`src/rtl/xadc_pkg.sv`:
```
// Shared types and constants for the XADC channel scanner/averager.
package xadc_pkg;

    // Width of one XADC conversion result.
    localparam int ADC_W = 12;

    // DRP status-register addresses of the common XADC channels.
    localparam logic [6:0] ADDR_TEMP   = 7'h00;
    localparam logic [6:0] ADDR_VCCINT = 7'h01;
    localparam logic [6:0] ADDR_VCCAUX = 7'h02;
    localparam logic [6:0] ADDR_VPVN   = 7'h03;

    typedef enum logic [2:0] {
        S_IDLE,
        S_SOC,
        S_WAIT_EOC,
        S_READ,
        S_WAIT_RDY,
        S_ACC,
        S_OUT
    } xadc_state_t;

    // Channel index width; a single channel still needs one bit.
    function automatic int idx_w(input int n);
        return (n > 1) ? $clog2(n) : 1;
    endfunction

endpackage

```
`src/rtl/xadc_avg_acc.sv`:
```
// Per-channel sample register, accumulator, sample counter and shift-divide.
module xadc_avg_acc
    import xadc_pkg::*;
#(
    parameter int AVG_LOG2 = 2
) (
    input  logic             clk,
    input  logic             rst,
    input  logic             clr,
    input  logic             smp_ld,
    input  logic [ADC_W-1:0] smp_in,
    input  logic             add,
    output logic             last,
    output logic [ADC_W-1:0] avg_nxt
);

    localparam int ACC_W = ADC_W + AVG_LOG2;
    localparam int CNT_W = AVG_LOG2 + 1;
    localparam logic [CNT_W-1:0] CNT_LAST = CNT_W'((1 << AVG_LOG2) - 1);

    logic [ADC_W-1:0] smp_q;
    logic [ACC_W-1:0] acc_q;
    logic [ACC_W-1:0] acc_sum;
    logic [CNT_W-1:0] cnt_q;

    // Hold the most recent DRP code until it is accumulated.
    always_ff @(posedge clk or posedge rst) begin
        if (rst)         smp_q <= '0;
        else if (smp_ld) smp_q <= smp_in;
    end

    // Running sum and sample count; cleared when a channel completes or is dropped.
    always_ff @(posedge clk or posedge rst) begin
        if (rst) begin
            acc_q <= '0;
            cnt_q <= '0;
        end else if (clr) begin
            acc_q <= '0;
            cnt_q <= '0;
        end else if (add) begin
            acc_q <= acc_sum;
            cnt_q <= cnt_q + CNT_W'(1);
        end
    end

    // The sum including the pending sample; on the last add this is the full
    // 2^AVG_LOG2-sample total, so the top ADC_W bits are the truncated mean.
    assign acc_sum = acc_q + ACC_W'(smp_q);
    assign last    = (cnt_q == CNT_LAST);
    assign avg_nxt = acc_sum[ACC_W-1 -: ADC_W];

endmodule

```
`src/rtl/xadc_scan_avg.sv`:
```
// XADC round-robin channel scanner with per-channel boxcar averaging.
// Optional watchdog on the EOC/DRP-ready waits: define XADC_SCAN_TIMEOUT_EN.
module xadc_scan_avg
    import xadc_pkg::*;
#(
    parameter int                  NUM_CH      = 2,
    parameter logic [7*NUM_CH-1:0] CH_ADDR     = {7'h03, 7'h00},
    parameter int                  AVG_LOG2    = 2,
    parameter int                  TIMEOUT_CYC = 1024
) (
    input  logic                      AdcClk,
    input  logic                      AdcRst,
    input  logic                      Enable,
    output logic                      AdcSoc,
    input  logic                      AdcEoc,
    output logic [6:0]                DrpAddr,
    output logic                      DrpEn,
    input  logic [15:0]               DrpDo,
    input  logic                      DrpRdy,
    output logic [ADC_W-1:0]          SmpData,
    output logic [idx_w(NUM_CH)-1:0]  SmpChan,
    output logic                      SmpValid,
    output logic                      Busy,
    output logic                      Error
);

    localparam int CH_W = idx_w(NUM_CH);
    localparam logic [CH_W-1:0] IDX_LAST = CH_W'(NUM_CH - 1);

    if (NUM_CH < 1 || NUM_CH > 8 || AVG_LOG2 < 0 || AVG_LOG2 > 6 || TIMEOUT_CYC < 1) begin : g_bad_param
        $error("xadc_scan_avg: parameter out of range");
    end

    xadc_state_t      state_q, state_d;
    logic [CH_W-1:0]  idx_q;
    logic [6:0]       ch_addr;
    logic             timeout;
    logic             chan_done;
    logic             acc_last;
    logic [ADC_W-1:0] avg_nxt;

    // A channel finishes either normally (OUT) or by being abandoned on timeout.
    assign chan_done = (state_q == S_OUT) || timeout;

    xadc_avg_acc #(.AVG_LOG2(AVG_LOG2)) u_acc (
        .clk     (AdcClk),
        .rst     (AdcRst),
        .clr     (chan_done),
        .smp_ld  ((state_q == S_WAIT_RDY) && DrpRdy),
        .smp_in  (DrpDo[15:4]),
        .add     (state_q == S_ACC),
        .last    (acc_last),
        .avg_nxt (avg_nxt)
    );

`ifdef XADC_SCAN_TIMEOUT_EN
    localparam int TO_W = $clog2(TIMEOUT_CYC + 1);

    logic [TO_W-1:0] to_cnt_q;
    logic            err_q;
    logic            waiting;
    logic            wait_evt;

    assign waiting  = (state_q == S_WAIT_EOC) || (state_q == S_WAIT_RDY);
    assign wait_evt = ((state_q == S_WAIT_EOC) && AdcEoc) || ((state_q == S_WAIT_RDY) && DrpRdy);
    // An arriving event in the final cycle still wins over the watchdog.
    assign timeout  = waiting && !wait_evt && (to_cnt_q == TO_W'(TIMEOUT_CYC - 1));
    assign Error    = err_q;

    // Count cycles spent in a wait state; latch a sticky error when the limit is hit.
    always_ff @(posedge AdcClk or posedge AdcRst) begin
        if (AdcRst) begin
            to_cnt_q <= '0;
            err_q    <= 1'b0;
        end else begin
            if (!waiting || wait_evt || timeout) to_cnt_q <= '0;
            else                                 to_cnt_q <= to_cnt_q + TO_W'(1);
            if (timeout) err_q <= 1'b1;
        end
    end
`else
    assign timeout = 1'b0;
    assign Error   = 1'b0;
`endif

    // State register.
    always_ff @(posedge AdcClk or posedge AdcRst) begin
        if (AdcRst) state_q <= S_IDLE;
        else        state_q <= state_d;
    end

    // Next-state logic; stray EOC/RDY pulses only matter in their own wait state.
    always_comb begin
        state_d = state_q;
        case (state_q)
            S_IDLE:     if (Enable) state_d = S_SOC;
            S_SOC:      state_d = S_WAIT_EOC;
            S_WAIT_EOC: if (AdcEoc)       state_d = S_READ;
                        else if (timeout) state_d = Enable ? S_SOC : S_IDLE;
            S_READ:     state_d = S_WAIT_RDY;
            S_WAIT_RDY: if (DrpRdy)       state_d = S_ACC;
                        else if (timeout) state_d = Enable ? S_SOC : S_IDLE;
            S_ACC:      state_d = acc_last ? S_OUT : S_SOC;
            S_OUT:      state_d = Enable ? S_SOC : S_IDLE;
            default:    state_d = S_IDLE;
        endcase
    end

    // Address of the channel currently being scanned.
    always_comb begin
        ch_addr = 7'h00;
        for (int i = 0; i < NUM_CH; i++)
            if (idx_q == CH_W'(i)) ch_addr = CH_ADDR[7*i +: 7];
    end

    // Moore outputs decoded from state.
    always_comb begin
        AdcSoc   = (state_q == S_SOC);
        DrpEn    = (state_q == S_READ);
        SmpValid = (state_q == S_OUT);
        Busy     = (state_q != S_IDLE);
        DrpAddr  = (state_q == S_IDLE) ? 7'h00 : ch_addr;
    end

    // Result registers load on the edge into OUT; channel index advances as a channel ends.
    always_ff @(posedge AdcClk or posedge AdcRst) begin
        if (AdcRst) begin
            idx_q   <= '0;
            SmpData <= '1;
            SmpChan <= '0;
        end else begin
            if ((state_q == S_ACC) && acc_last) begin
                SmpData <= avg_nxt;
                SmpChan <= idx_q;
            end
            if (chan_done) begin
                if (!Enable || idx_q == IDX_LAST) idx_q <= '0;
                else                              idx_q <= idx_q + CH_W'(1);
            end
        end
    end

endmodule

```
`config.mk`:
```
export PLATFORM = sky130hd
export DESIGN_NAME = xadc_scan_avg
export DESIGN_NICKNAME = d
export VERILOG_FILES = /design/src/rtl/xadc_pkg.sv /design/src/rtl/xadc_avg_acc.sv /design/src/rtl/xadc_scan_avg.sv
export SDC_FILE = /design/constraint.sdc
export NUM_CORES = 1
export LEC_CHECK = 0
export ABC_AREA = 1
export BUFFER_PORTS_ARGS = -buffer_cell sky130_fd_sc_hd__buf_2
export CORE_UTILIZATION = 45
export DETAILED_ROUTE_END_ITERATION = 8
export GPL_TIMING_DRIVEN = 0
export PLACE_DENSITY = 0.7
export SKIP_CTS_REPAIR_TIMING = 1
export SLEW_MARGIN = 20
export SYNTH_ARGS = -nofsm -noshare
export SYNTH_HDL_FRONTEND = slang
export SYNTH_SLANG_ARGS = --single-unit
```
`constraint.sdc`:
```
create_clock -name AdcClk -period 1.6 [get_ports AdcClk]
set_input_delay 0.32 -clock AdcClk [delete_from_list [all_inputs] [get_ports AdcClk]]
set_output_delay 0.32 -clock AdcClk [all_outputs]
set_load 0.05 [all_outputs]
```
* Word-level counts from Yosys, hierarchy flattened *
Index checks and enable logic that the tools add are counted.
Widths: inputs -> output; s select.

storage, ports and cells
  input bits = 21
  latch bits = 0
  memories = 0
  flip-flop bits (word level) = 46
  word-level logic and storage cells = 41
  ROM bits = 0
  bits in writable memories = 0

operators by class
  add/subtract/negate cells = 3
  mux-type cells = 13
  reductions and logical operators = 8
  bitwise operators = 0
  $lt $le $gt $ge = 0
  equality and inequality tests = 10
  multipliers = 0
  divide/modulo/power cells = 0
  shift operators = 0

operators with widths
  kind                 number
  $mux 14              2
  $pmux 3 s7           1
  $mux 3               6
  $add 14x12->14       1
  $eq 3x2->1 const B   3
  $eq 3x3->1 const B   3
  $mux 7               1
  $ne 2x2->1 const B   3
  $add 3x1->3 const B  1
  $eq 3x1->1 const B   1
  $logic_not 3->1      1
  $reduce_and 3->1     1
  $reduce_bool 3->1    1
  $logic_and 1x1->1    2
  $mux 1               2
  $mux 2               1
  $reduce_bool 2->1    1
  $add 1x1->1 const B  1
  $logic_not 1->1      1
  $logic_or 1x1->1     1

* Longest topological paths before layout *
  depth in word-level cells = 3
  depth in mapped cells = 10

* Cells and area by module *
A second synthesis with hierarchy kept.

second synthesis, totals
  cell total of the unflattened synthesis = 344
  area total of the unflattened synthesis = 2732.6 µm²

modules (own cells, without submodules)
  module         cells each  area each (µm²)  instances
  xadc_avg_acc   240         1870.5           1
  xadc_scan_avg  104         862.1            1

* Worst setup path before layout *
OpenSTA, ideal clock, no wires.

  path type = register to output
  start = reg state_q[2]
  end = out DrpAddr[1]
  buffers on the path = 2
  required time = 1.280 ns
  stages on the path, launching flop included = 5
  data arrival time = 1.671 ns
  path slack = -0.391 ns
  cell sequence = dfrtp_1 > buf_8 > inv_1 > a21oi_1 > buf_4

on the way
  cells in the longest elaborated chain, start to end = 2

RTL lines
  item                    RTL line              RTL
  from (decl)             xadc_scan_avg.sv:34   xadc_state_t state_q, state_d;
  from (signal assigned)  xadc_scan_avg.sv:89   else state_q <= state_d;
  $logic_not 3->1         xadc_scan_avg.sv:122  DrpAddr = (state_q == S_IDLE) ? 7'h00 : ch_addr;
  $mux 7                  xadc_scan_avg.sv:122
  to (decl)               xadc_scan_avg.sv:16   output logic [6:0] DrpAddr,

Every way passes these cells.

* Final worst setup path *
  start = reg u_acc.acc_q[0]
  end = reg u_acc.acc_q[8]

on the way
  cells in the longest elaborated chain, start to end = 3

RTL lines
  item                    RTL line            RTL
  from (decl)             xadc_avg_acc.sv:22  logic [ACC_W-1:0] acc_q;
  from (signal assigned)  xadc_avg_acc.sv:41  acc_q <= acc_sum;
  $add 14x12->14          xadc_avg_acc.sv:48  assign acc_sum = acc_q + ACC_W'(smp_q);
  $mux 14                 xadc_avg_acc.sv:40  end else if (add) begin
  $mux 14                 xadc_avg_acc.sv:37  end else if (clr) begin

Every way passes these cells. The select of a mux whose other input is x is not followed.
A chain may end at the register's enable or synchronous reset.

==> flow_metrics.env <==
export IMPL_outcome="finished with violations"
export IMPL_violations="setup timing"
export IMPL_cts_sinks=46
export IMPL_synth_edf_count=0
export IMPL_period_share_pct=110
export IMPL_seqCellArea_um2=1170
export IMPL_synth_ff_type="dfrtp_1"
export IMPL_swShare_pct=46.0
export IMPL_pwr_share_seq_pct=27.5
export IMPL_pwr_share_clk_pct=9.7
export IMPL_crit_arrival_ns=1.96
export IMPL_portBuffers=35
export IMPL_hold_class="in -> reg"
export IMPL_vias=2378
export IMPL_critical_path_most_common_cell="nand2_2"
export IMPL_die_area_um2=6370
export IMPL_synthArstFlopShare_pct=100
export IMPL_max_stage_delay_ns=0.42
export IMPL_wirelength_met1_um=2910
export IMPL_endpoint_kind="flip-flop"
export IMPL_gp_congestion=0.868
export IMPL_combPwrFrac_pct=62.7
export IMPL_leakage_nw=1.94
export IMPL_dr_wl_met3_um=266
export IMPL_clockBufferDepth=2
export IMPL_yosysTopAreaCell="dfrtp_1"
export IMPL_peakVddDrop_v=0.00132
export IMPL_first_global_vias=2199
export IMPL_grt_overflow=0
export IMPL_final_setup_viol_count=12
export IMPL_die_w_um=79.8
export IMPL_synth_avg_cell_area_um2=8.38
export IMPL_ant_nets=0
export IMPL_htree_levels=2
export IMPL_final_setup_worst_slack_ns=-0.159
export IMPL_num_antenna_cells=0
export IMPL_synth_area_leaders="dfrtp_1 31%, nand2_1 15%, dfstp_2 12%"
export IMPL_path_max_fanout=4
export IMPL_netlist_area_um2=2730
export IMPL_numCtsBuffers=5
export IMPL_cp_slowest_cell="fa_2"
export IMPL_core_area_um2=5680
export IMPL_synth_top_cell_area_share_pct=31.2
export IMPL_area_delta_synth_final_pct=34.6
export IMPL_antenna_found_initial=0
export IMPL_final_layout_size_suffix_gt1_share_pct=42.1
export IMPL_synth_top_family_by_area="simple AND/OR/NAND/NOR gates"
export IMPL_drc=0
export IMPL_cp_required_ns=1.80
export IMPL_p_per_area_nw_per_um2=2120
export IMPL_p_switching_mw=3.58
export IMPL_critical_path_top_delay_family="adder cells"
export IMPL_grt_util_all_layers_pct=20.1
export IMPL_ys_types=32
export IMPL_viasPerCell=5.05
export IMPL_placementRows=27
export IMPL_grt_pass1_wl_um=9860
export IMPL_place_inst=438
export IMPL_cp_num_buf_inv=0
export IMPL_cts_root_buf="clkbuf_8"
export IMPL_path_cells="ha_2, fa_2, nand3_2, nand3_4, nand2_2, nand2_2, xnor2_2, o21ai_1"
export IMPL_top_layer_used="met4"
export IMPL_dp_slack_ns=-0.145
export IMPL_synth_compound_area_share_pct=5.33
export IMPL_clock_latency_ns=0.31
export IMPL_finalPower_mw=7.79
export IMPL_fin_cells=471
export IMPL_fin_crit_ns=1.76
export IMPL_synth_fa_ha_area_share_pct=7.16
export IMPL_multi_input_area_um2=1590
export IMPL_post_drt_wl_per_cell_um=14.1
export IMPL_maxCapViolations=0
export IMPL_grt_setup_unrepaired="true"
export IMPL_final_nets=434
export IMPL_layout_common_cells="96 x nand2_1, 33 x inv_1, 32 x buf_4, 31 x dfrtp_1, 30 x buf_2"
export IMPL_synth_xor_area_share_pct=1.93
export IMPL_yosys_warnings=0
export IMPL_p_int_mw=4.21
export IMPL_met2_length_um=3360
export IMPL_clkTransAtPathRegs_ns=0.09
export IMPL_synth_simple_area_share_pct=25.9
export IMPL_cts_tree="built"
export IMPL_hold_viol=0
export IMPL_io_pins=46
export IMPL_first_pass_iters=4
export IMPL_fin_skew_ns=0.00889
export IMPL_final_common_cell="nand2_1"
export IMPL_yosysSeqAreaShare_pct=42.8
export IMPL_wl_um=6630
export IMPL_grt_max_degree=35
export IMPL_synth_seq_cells=46
export IMPL_critPathKind="reg -> reg"
export IMPL_max_freq_mhz=569
export IMPL_synthCells=325
export IMPL_worstSetupStartpointType="flip-flop"
export IMPL_die_y_um=79.8
export IMPL_start_util_pct=48.0
export IMPL_n_fill_cell=473
export IMPL_drt_iter0_drc=139
export IMPL_detailed_place_hpwl_um=4180
export IMPL_synthMuxAreaShare_pct=6.34
export IMPL_drv_slew=0
final cells by class:
cell class / instances / share of cell area, %
Clock inverter: 2 / 0.341
Sequential cell: 46 / 31.9
Inverter: 43 / 4.61
Timing Repair Buffer: 61 / 11.8
Tap cell: 72 / 2.46
Clock buffer: 6 / 2.25
Multi-Input combinational cell: 228 / 43.4
Buffer: 13 / 3.31
state kept, by name, summed over array words and instances (netlist names):
register and cells:
idx_q 1, u_acc.acc_q 14, u_acc.cnt_q 3, u_acc.smp_q 12
SmpChan 1, state_q 3, SmpData 12
cells by family (layout without fill, tap and decap cells):
logic type,after synthesis,in the layout
simple gates,165,165
buf+inv,56,125
flops,46,46
compound gates,24,24
fa+ha+maj,15,15
mux,12,12
xor+xnor,6,6
other cells,1,6
routing by layer:
layer | track usage [%] | vias up
li1 | - | 1167
met1 | 26.2 | 1140
met2 | 33.9 | 61
met3 | 3.89 | 10
met4 | 5.54 | 0
met5 | 0 | -
power by group through the flow:
stage               registers (mW)  clock network [mW]  logic [mW]
CTS                           2.03               0.776        3.57
floorplan                     2.41                   0        2.47
global route                  2.20               0.822        5.28
global placement              2.03                   0        3.47
detailed placement            2.04                   0        3.55
finish                        2.14               0.759        4.89
Yosys cell counts (2+ instances only):
cell type / number
buf_6: 3
ha_1: 14
mux2_2: 2
nor2_1: 14
o21ai_1: 2
dfstp_2: 12
a22o_1: 4
nor3_1: 3
inv_1: 39
nand4_1: 3
nand3b_1: 3
buf_4: 7
inv_2: 4
nor4_1: 2
nand2_1: 110
a21oi_1: 6
nand2_2: 3
nand3_1: 25
mux2_4: 10
xnor2_1: 4
o22ai_1: 2
xor2_1: 2
o21ai_0: 8
dfrtp_1: 34
buf_8: 2
path summary, 6_finish.rpt:
check	start	end	slack, ns	cells after the start
setup / recovery	u_acc.acc_q[0]	u_acc.acc_q[8]	-0.16	8
hold / removal	DrpDo[5]	u_acc.smp_q[1]	0.24	2
setup reg to reg	u_acc.acc_q[0]	u_acc.acc_q[8]	-0.16	8
hold reg to reg	SmpData[9]	SmpData[9]	0.47	2
max in group asynchronous	AdcRst	SmpData[10]	0.54	4
min in group asynchronous	AdcRst	state_q[0]	0.50	3
metrics by stage:
stage / hold WS [ns] / instance area (µm²) / TNS (ns) / utilization (%)
final: 0.243 / 3670 / -0.850 / 64.6
after global routing: 0.245 / 3670 / -2.06 / 64.6
after CTS: -0.0405 / 3140 / -1.28 / 55.3
after detailed placement: 0.295 / 3040 / -0.463 / 53.6
after global placement: 0.452 / 3020 / -15.50 / 53.3
after floorplan: 0.455 / 2760 / -1.46 / -
Power figures use the tool's default switching activity.
